`src/rtl/image_stream_feeder_pkg.sv`:
```
// Shared types and helpers for the image stream feeder.
// Holds the FSM state encoding and the index-width function.
package image_stream_feeder_pkg;

    typedef enum logic [1:0] {
        IDLE   = 2'd0,
        STREAM = 2'd1,
        DRAIN  = 2'd2
    } state_t;

    function automatic int calc_bit_size(input int n);
        return $clog2(n * n);
    endfunction

endpackage

```
`src/rtl/pixel_frame_buffer.sv`:
```
// Single-port-write, registered-read frame store.
// A read of the address being written returns the new data.
module pixel_frame_buffer #(
    parameter int DEPTH = 64,
    parameter int WIDTH = 8,
    parameter int AW    = 6
) (
    input  logic             clk,
    input  logic             wr_en,
    input  logic [AW-1:0]    wr_addr,
    input  logic [WIDTH-1:0] wr_data,
    input  logic [AW-1:0]    rd_addr,
    output logic [WIDTH-1:0] rd_data
);

    logic [WIDTH-1:0] mem [DEPTH];

    always_ff @(posedge clk) begin
        if (wr_en) begin
            mem[wr_addr] <= wr_data;
        end
        if (wr_en && (wr_addr == rd_addr)) begin
            rd_data <= wr_data;
        end else begin
            rd_data <= mem[rd_addr];
        end
    end

endmodule

```
`src/rtl/image_stream_feeder.sv`:
```
// Streams a stored N*N frame to a downstream controller at a fixed pace,
// then drains for TAIL cycles before signalling done.
module image_stream_feeder
    import image_stream_feeder_pkg::*;
#(
    parameter int N          = 8,
    parameter int pixelWidth = 8,
    parameter int PACE       = 2,
    parameter int TAIL       = 576,
    parameter int bitSize    = calc_bit_size(N)
) (
    input  logic                  clk,
    input  logic                  rst,
    input  logic                  load_en,
    input  logic [bitSize-1:0]    load_addr,
    input  logic [pixelWidth-1:0] load_data,
    input  logic                  start,
    input  logic                  repeat_mode,
    input  logic                  out_ready,
    output logic                  we,
    output logic [pixelWidth-1:0] data_in,
    output logic [bitSize-1:0]    pix_idx,
    output logic                  busy,
    output logic                  done,
    output logic [15:0]           frame_cnt
);

    localparam int PIXELS = N * N;
    localparam int PW     = (PACE > 1) ? $clog2(PACE) : 1;
    localparam int DW     = (TAIL > 1) ? $clog2(TAIL) : 1;

    localparam logic [bitSize-1:0] LAST_IDX = bitSize'(PIXELS - 1);
    localparam logic [PW-1:0]      PACE_TOP = PW'(PACE - 1);
    localparam logic [DW-1:0]      TAIL_TOP = DW'(TAIL - 1);

    state_t                  state;
    state_t                  state_next;
    logic [PW-1:0]           pace_cnt;
    logic [DW-1:0]           drain_cnt;
    logic [bitSize-1:0]      pix_idx_next;
    logic                    rpt;
    logic                    issue;
    logic                    consume;
    logic                    last_pix;
    logic                    drain_end;
    logic                    wr_en;
    logic [pixelWidth-1:0]   rd_data;

    assign issue     = (state == STREAM) && (pace_cnt == PACE_TOP);
    assign consume   = issue && out_ready;
    assign last_pix  = (pix_idx == LAST_IDX);
    assign drain_end = (state == DRAIN) && (drain_cnt == TAIL_TOP);
    assign wr_en     = load_en && (state == IDLE);

    always_ff @(posedge clk) begin
        if (rst) begin
            state <= IDLE;
        end else begin
            state <= state_next;
        end
    end

    always_comb begin
        state_next = state;
        unique case (state)
            IDLE:    if (start) state_next = STREAM;
            STREAM:  if (consume && last_pix) state_next = DRAIN;
            DRAIN:   if (drain_end) state_next = rpt ? STREAM : IDLE;
            default: state_next = IDLE;
        endcase
    end

    // The buffer is addressed with the next index so the pixel is ready
    // in the same cycle its index appears.
    always_comb begin
        pix_idx_next = '0;
        if (state == STREAM) begin
            if (!consume) begin
                pix_idx_next = pix_idx;
            end else if (!last_pix) begin
                pix_idx_next = pix_idx + 1'b1;
            end
        end
    end

    always_ff @(posedge clk) begin
        if (rst) begin
            pix_idx   <= '0;
            pace_cnt  <= '0;
            drain_cnt <= '0;
            rpt       <= 1'b0;
            frame_cnt <= '0;
        end else begin
            pix_idx <= pix_idx_next;
            if ((state == IDLE) && start) begin
                rpt <= repeat_mode;
            end
            if ((state != STREAM) || consume) begin
                pace_cnt <= '0;
            end else if (pace_cnt != PACE_TOP) begin
                pace_cnt <= pace_cnt + 1'b1;
            end
            if ((state != DRAIN) || drain_end) begin
                drain_cnt <= '0;
            end else begin
                drain_cnt <= drain_cnt + 1'b1;
            end
            if (drain_end) begin
                frame_cnt <= frame_cnt + 16'd1;
            end
        end
    end

    always_comb begin
        we      = issue;
        busy    = (state != IDLE);
        done    = drain_end;
        data_in = issue ? rd_data : '0;
    end

    pixel_frame_buffer #(
        .DEPTH (PIXELS),
        .WIDTH (pixelWidth),
        .AW    (bitSize)
    ) u_buf (
        .clk     (clk),
        .wr_en   (wr_en),
        .wr_addr (load_addr),
        .wr_data (load_data),
        .rd_addr (pix_idx_next),
        .rd_data (rd_data)
    );

endmodule

```
`config.mk`:
```
export PLATFORM = sky130hd
export DESIGN_NAME = image_stream_feeder
export DESIGN_NICKNAME = d
export VERILOG_FILES = /design/src/rtl/image_stream_feeder_pkg.sv /design/src/rtl/pixel_frame_buffer.sv /design/src/rtl/image_stream_feeder.sv
export SDC_FILE = /design/constraint.sdc
export NUM_CORES = 1
export LEC_CHECK = 0
export CAP_MARGIN = 20
export CORE_MARGIN = 1
export CORE_UTILIZATION = 58
export CTS_BUF_LIST = sky130_fd_sc_hd__clkbuf_8
export DETAILED_ROUTE_END_ITERATION = 7
export PLACE_DENSITY = 0.78
export SLEW_MARGIN = 30
export SYNTH_ARGS = -nofsm -noshare
export SYNTH_HDL_FRONTEND = slang
export SYNTH_SLANG_ARGS = --single-unit
```
`constraint.sdc`:
```
create_clock -name clk -period 1.8 [get_ports clk]
set_input_delay 0.27 -clock clk [delete_from_list [all_inputs] [get_ports clk]]
set_output_delay 0.27 -clock clk [all_outputs]
set_load 0.01 [all_outputs]
```
==> metrics.cfg, run 1 <==
[power]
power.leakage_nw=9.43
powerDensity_nw_per_um2=904
ir_worst_vdd_mv=0.696

[grt]
grt_max_degree=65
overflow=0
antenna_found_initial=2
grt_pass1_vias=13000
grt_usage=0.287
grt_pass1_wl_mm=78.5

[sta]
maxSlewViolCount=0
setup_slack_ns=-1.36
maxSlewHeadroom=0.510
rsz0062_at_grt=true
worst_pin_slew_ns=0.733
finalSetupTns_ns=-10.78
fin_crit_ns=3.16
hold_violations=0
fin_crit_sh=1.75
clock_skew_ns=0.0280
fin_hold_ws_ns=0.115
finalSetupViolCount=16
timing.fmax_mhz=317

[worst_setup_path]
r2r_slack_ns=-0.21
path_class=reg2out
crit_chain=buf_4, buf_4, mux4_2, mux2i_4, mux2i_1, o211ai_1, o41ai_4, buf_2
reg2reg_from=drain_cnt[6]$_SDFF_PP0_
start_kind=flop
reg2reg_to=frame_cnt[15]$_SDFFE_PP0P_
crit_path_frequent_cell=buf_4
slowest_delay_ns=0.54
cp.required_ns=1.53
crit_arrival_ns=2.89
crit_end=data_in[1]
rr_worst_depth=6
crit_path_top_delay_cell=mux4_2
worst_setup_path_end_kind=primary output
path_max_fanout=4

[clock_tree]
cts_inserted_buffers=85
cts_tree=built
holdBufCountCts=0
cts_sinks=554
clkTransAtPathRegs_ns=0.06
clk_path_buf_depth=3
clockRootBuffer=clkbuf_8
cts_max_level=3
clock_latency_ns=0.65

[synth]
synth_top_area_frac=0.709
seq_area_frac_synth=0.747
ys_top_cells_by_count=512 x edfxtp_1, 128 x mux4_2, 109 x nor2_1
synthArstFlopShare=0
synth_cells=1113
synth_top_family_by_area=multiplexers
syn_area_um2=21700
netlist_top_cells_area=edfxtp_1 71%, mux4_2 13%, dfxtp_1 3.9%
synth-simple-area-share=0.0475
ys.flop_type=edfxtp_1
yosysTopAreaCell=edfxtp_1
synth_compound_area_frac=0.0219
synth_fa_ha_area_frac=0.00173
synth-edff-count=512
synth-xor-area-share=0.0105
synthDistinctLibCells=54
post_synth.cell_area_avg_um2=19.5
ys_seq_elements=554
yosysMostFrequentCell=edfxtp_1
muxShareOfSynthArea=0.156
yosys_warnings=0
syn-num-nets=1136

[die]
coreArea_um2=36700
start_util=0.591
num_rows=70
design.die.area_um2=38200
io_pins=53
die_h_um=195
die_x_um=195

[route]
dr.pass1.iters=5
drc=0
viasPerCell=6.20
wl_per_cell_um=27.4
vias=12500
dr.first_iter.drc_count=1139
drt-total-wl_mm=55.1
postRouteAntennaNets=0

[final_layout]
antenna_cells=0
layoutNonFillerInstCount=2008
layout-drive-gt1-share=0.455
fill_cells=1867
nNetsFinal=1498
final_core_util=0.765
area_growth_pct=29.4

[outcome]
status=complete, but fails checks
violations=setup timing

[min_path]
hold_path.class=in2reg

[placed_design]
io_buffers=52
place_hpwl_mm=31.7
dp.cells=1803
pre_cts_slack_ns=-1.13
place.gp.congestion=0.898

[run]
maxCapViolCount=0

## metal layers
| metal | wire, um | share of wire | vias to the layer above | global-route usage |
|---|---|---|---|---|
| met5 | 13 | 0.00024 | - | 0 |
| met1 | 20500 | 0.37 | 6310 | 0.371 |
| li1 | - | - | 5256 | - |
| met2 | 27400 | 0.50 | 701 | 0.463 |
| met3 | 4670 | 0.085 | 185 | 0.0694 |
| met4 | 2530 | 0.046 | 2 | 0.139 |
## flip-flops by register name (all words and copies together), names as in the netlist, named ones only
name       cells
rpt            1
state          2
frame_cnt     16
u_buf.mem    512
pace_cnt       1
drain_cnt     10
pix_idx        6
## how the worst min path moves through the flow
stage | from | endpoint | cells past startpoint
after global routing | load_data[1] | u_buf.mem[12][1]$_DFFE_PP_ | 2
final | load_data[1] | u_buf.mem[14][1]$_DFFE_PP_ | 2
after detailed placement | rpt$_SDFFE_PP0P_ | rpt$_SDFFE_PP0P_ | 2
after floorplan | load_data[0] | u_buf.mem[0][0]$_DFFE_PP_ | 0
after global placement | rpt$_SDFFE_PP0P_ | rpt$_SDFFE_PP0P_ | 2
after CTS | load_data[1] | u_buf.mem[14][1]$_DFFE_PP_ | 2
## critical path: cells and delay by family, from the launching register on
| family | cells | cell delay [ns] |
|---|---|---|
| DFF | 1 | 0.39 |
| buffers and inverters | 3 | 0.43 |
| AOI/OAI and AO/OA | 2 | 0.56 |
| muxes | 3 | 0.86 |
## cells by family (layout without fill, tap and decap cells)
kind of cell             Yosys count  after routing
flip-flops                       554            554
XOR/XNOR                          26             26
buffers and inverters             65            492
AO/OA/AOI/OAI                     70             70
multiplexers                     177            177
AND/OR/NAND/NOR                  218            218
adder cells (fa/ha/maj)            3              3
## power by group
| group | switching, W | internal, W | total, W |
|---|---|---|---|
| clock | 0.00486 | 0.00519 | 0.0101 |
| combinational | 0.000687 | 0.000472 | 0.00116 |
| sequential | 0.0000338 | 0.0141 | 0.0142 |
## per-stage QoR
step	area [um2]	power, W
finish	28100	0.0254
global route	28100	0.0261
CTS	27300	0.0253
detailed placement	24600	0.0153
global placement	24600	0.0153
floorplan	21900	0.0147
## area by class of cell
| type | count | area, um2 | share of cell area |
|---|---|---|---|
| Sequential cell | 554 | 16200 | 0.579 |
| Multi-Input combinational cell | 494 | 6070 | 0.216 |
| Timing Repair Buffer | 332 | 3540 | 0.126 |
| Clock buffer | 86 | 1180 | 0.0422 |
| Tap cell | 468 | 586 | 0.0209 |
| Clock inverter | 66 | 423 | 0.0151 |
| Inverter | 8 | 30.0 | 0.00107 |
## placed cells by master, fill, tap and decap left out, types with 5 or more instances in the layout
master / count
edfxtp_1: 512
buf_4: 161
mux4_2: 128
clkbuf_8: 86
buf_6: 63
nor2_1: 51
buf_12: 47
nor2_4: 40
dfxtp_1: 28
inv_1: 27
mux2i_1: 25
nand2_1: 25
dlygate4sd2_1: 22
clkinv_1: 19
nor2_2: 18
xnor2_1: 15
clkinv_2: 15
mux2i_4: 11
nand3_1: 11
xor2_1: 11
clkdlybuf4s50_1: 11
buf_2: 11
mux2i_2: 10
dfxtp_2: 10
buf_8: 10
a21oi_1: 8
a21oi_2: 8
o22ai_1: 7
a22oi_1: 7
nor2b_1: 7
nand2_2: 7
nor3_1: 7
nor4_4: 6
nand3b_1: 5
bufinv_16: 5
## repair_timing
action                                  CTS  global route
endpoints found under the setup margin  522           502
gates resized for setup                 219           157
pin swaps                                37            49
gates cloned                              4             2
setup buffers                            36            15
Note: power is estimated with default switching activity, not from simulation.
==> run 2: changes to the inputs <==
Settings changed: CORE_MARGIN 1 to default.
==> results of run 2 <==
Same layout as run 1: the final DEF is identical, and so are final timing and power.
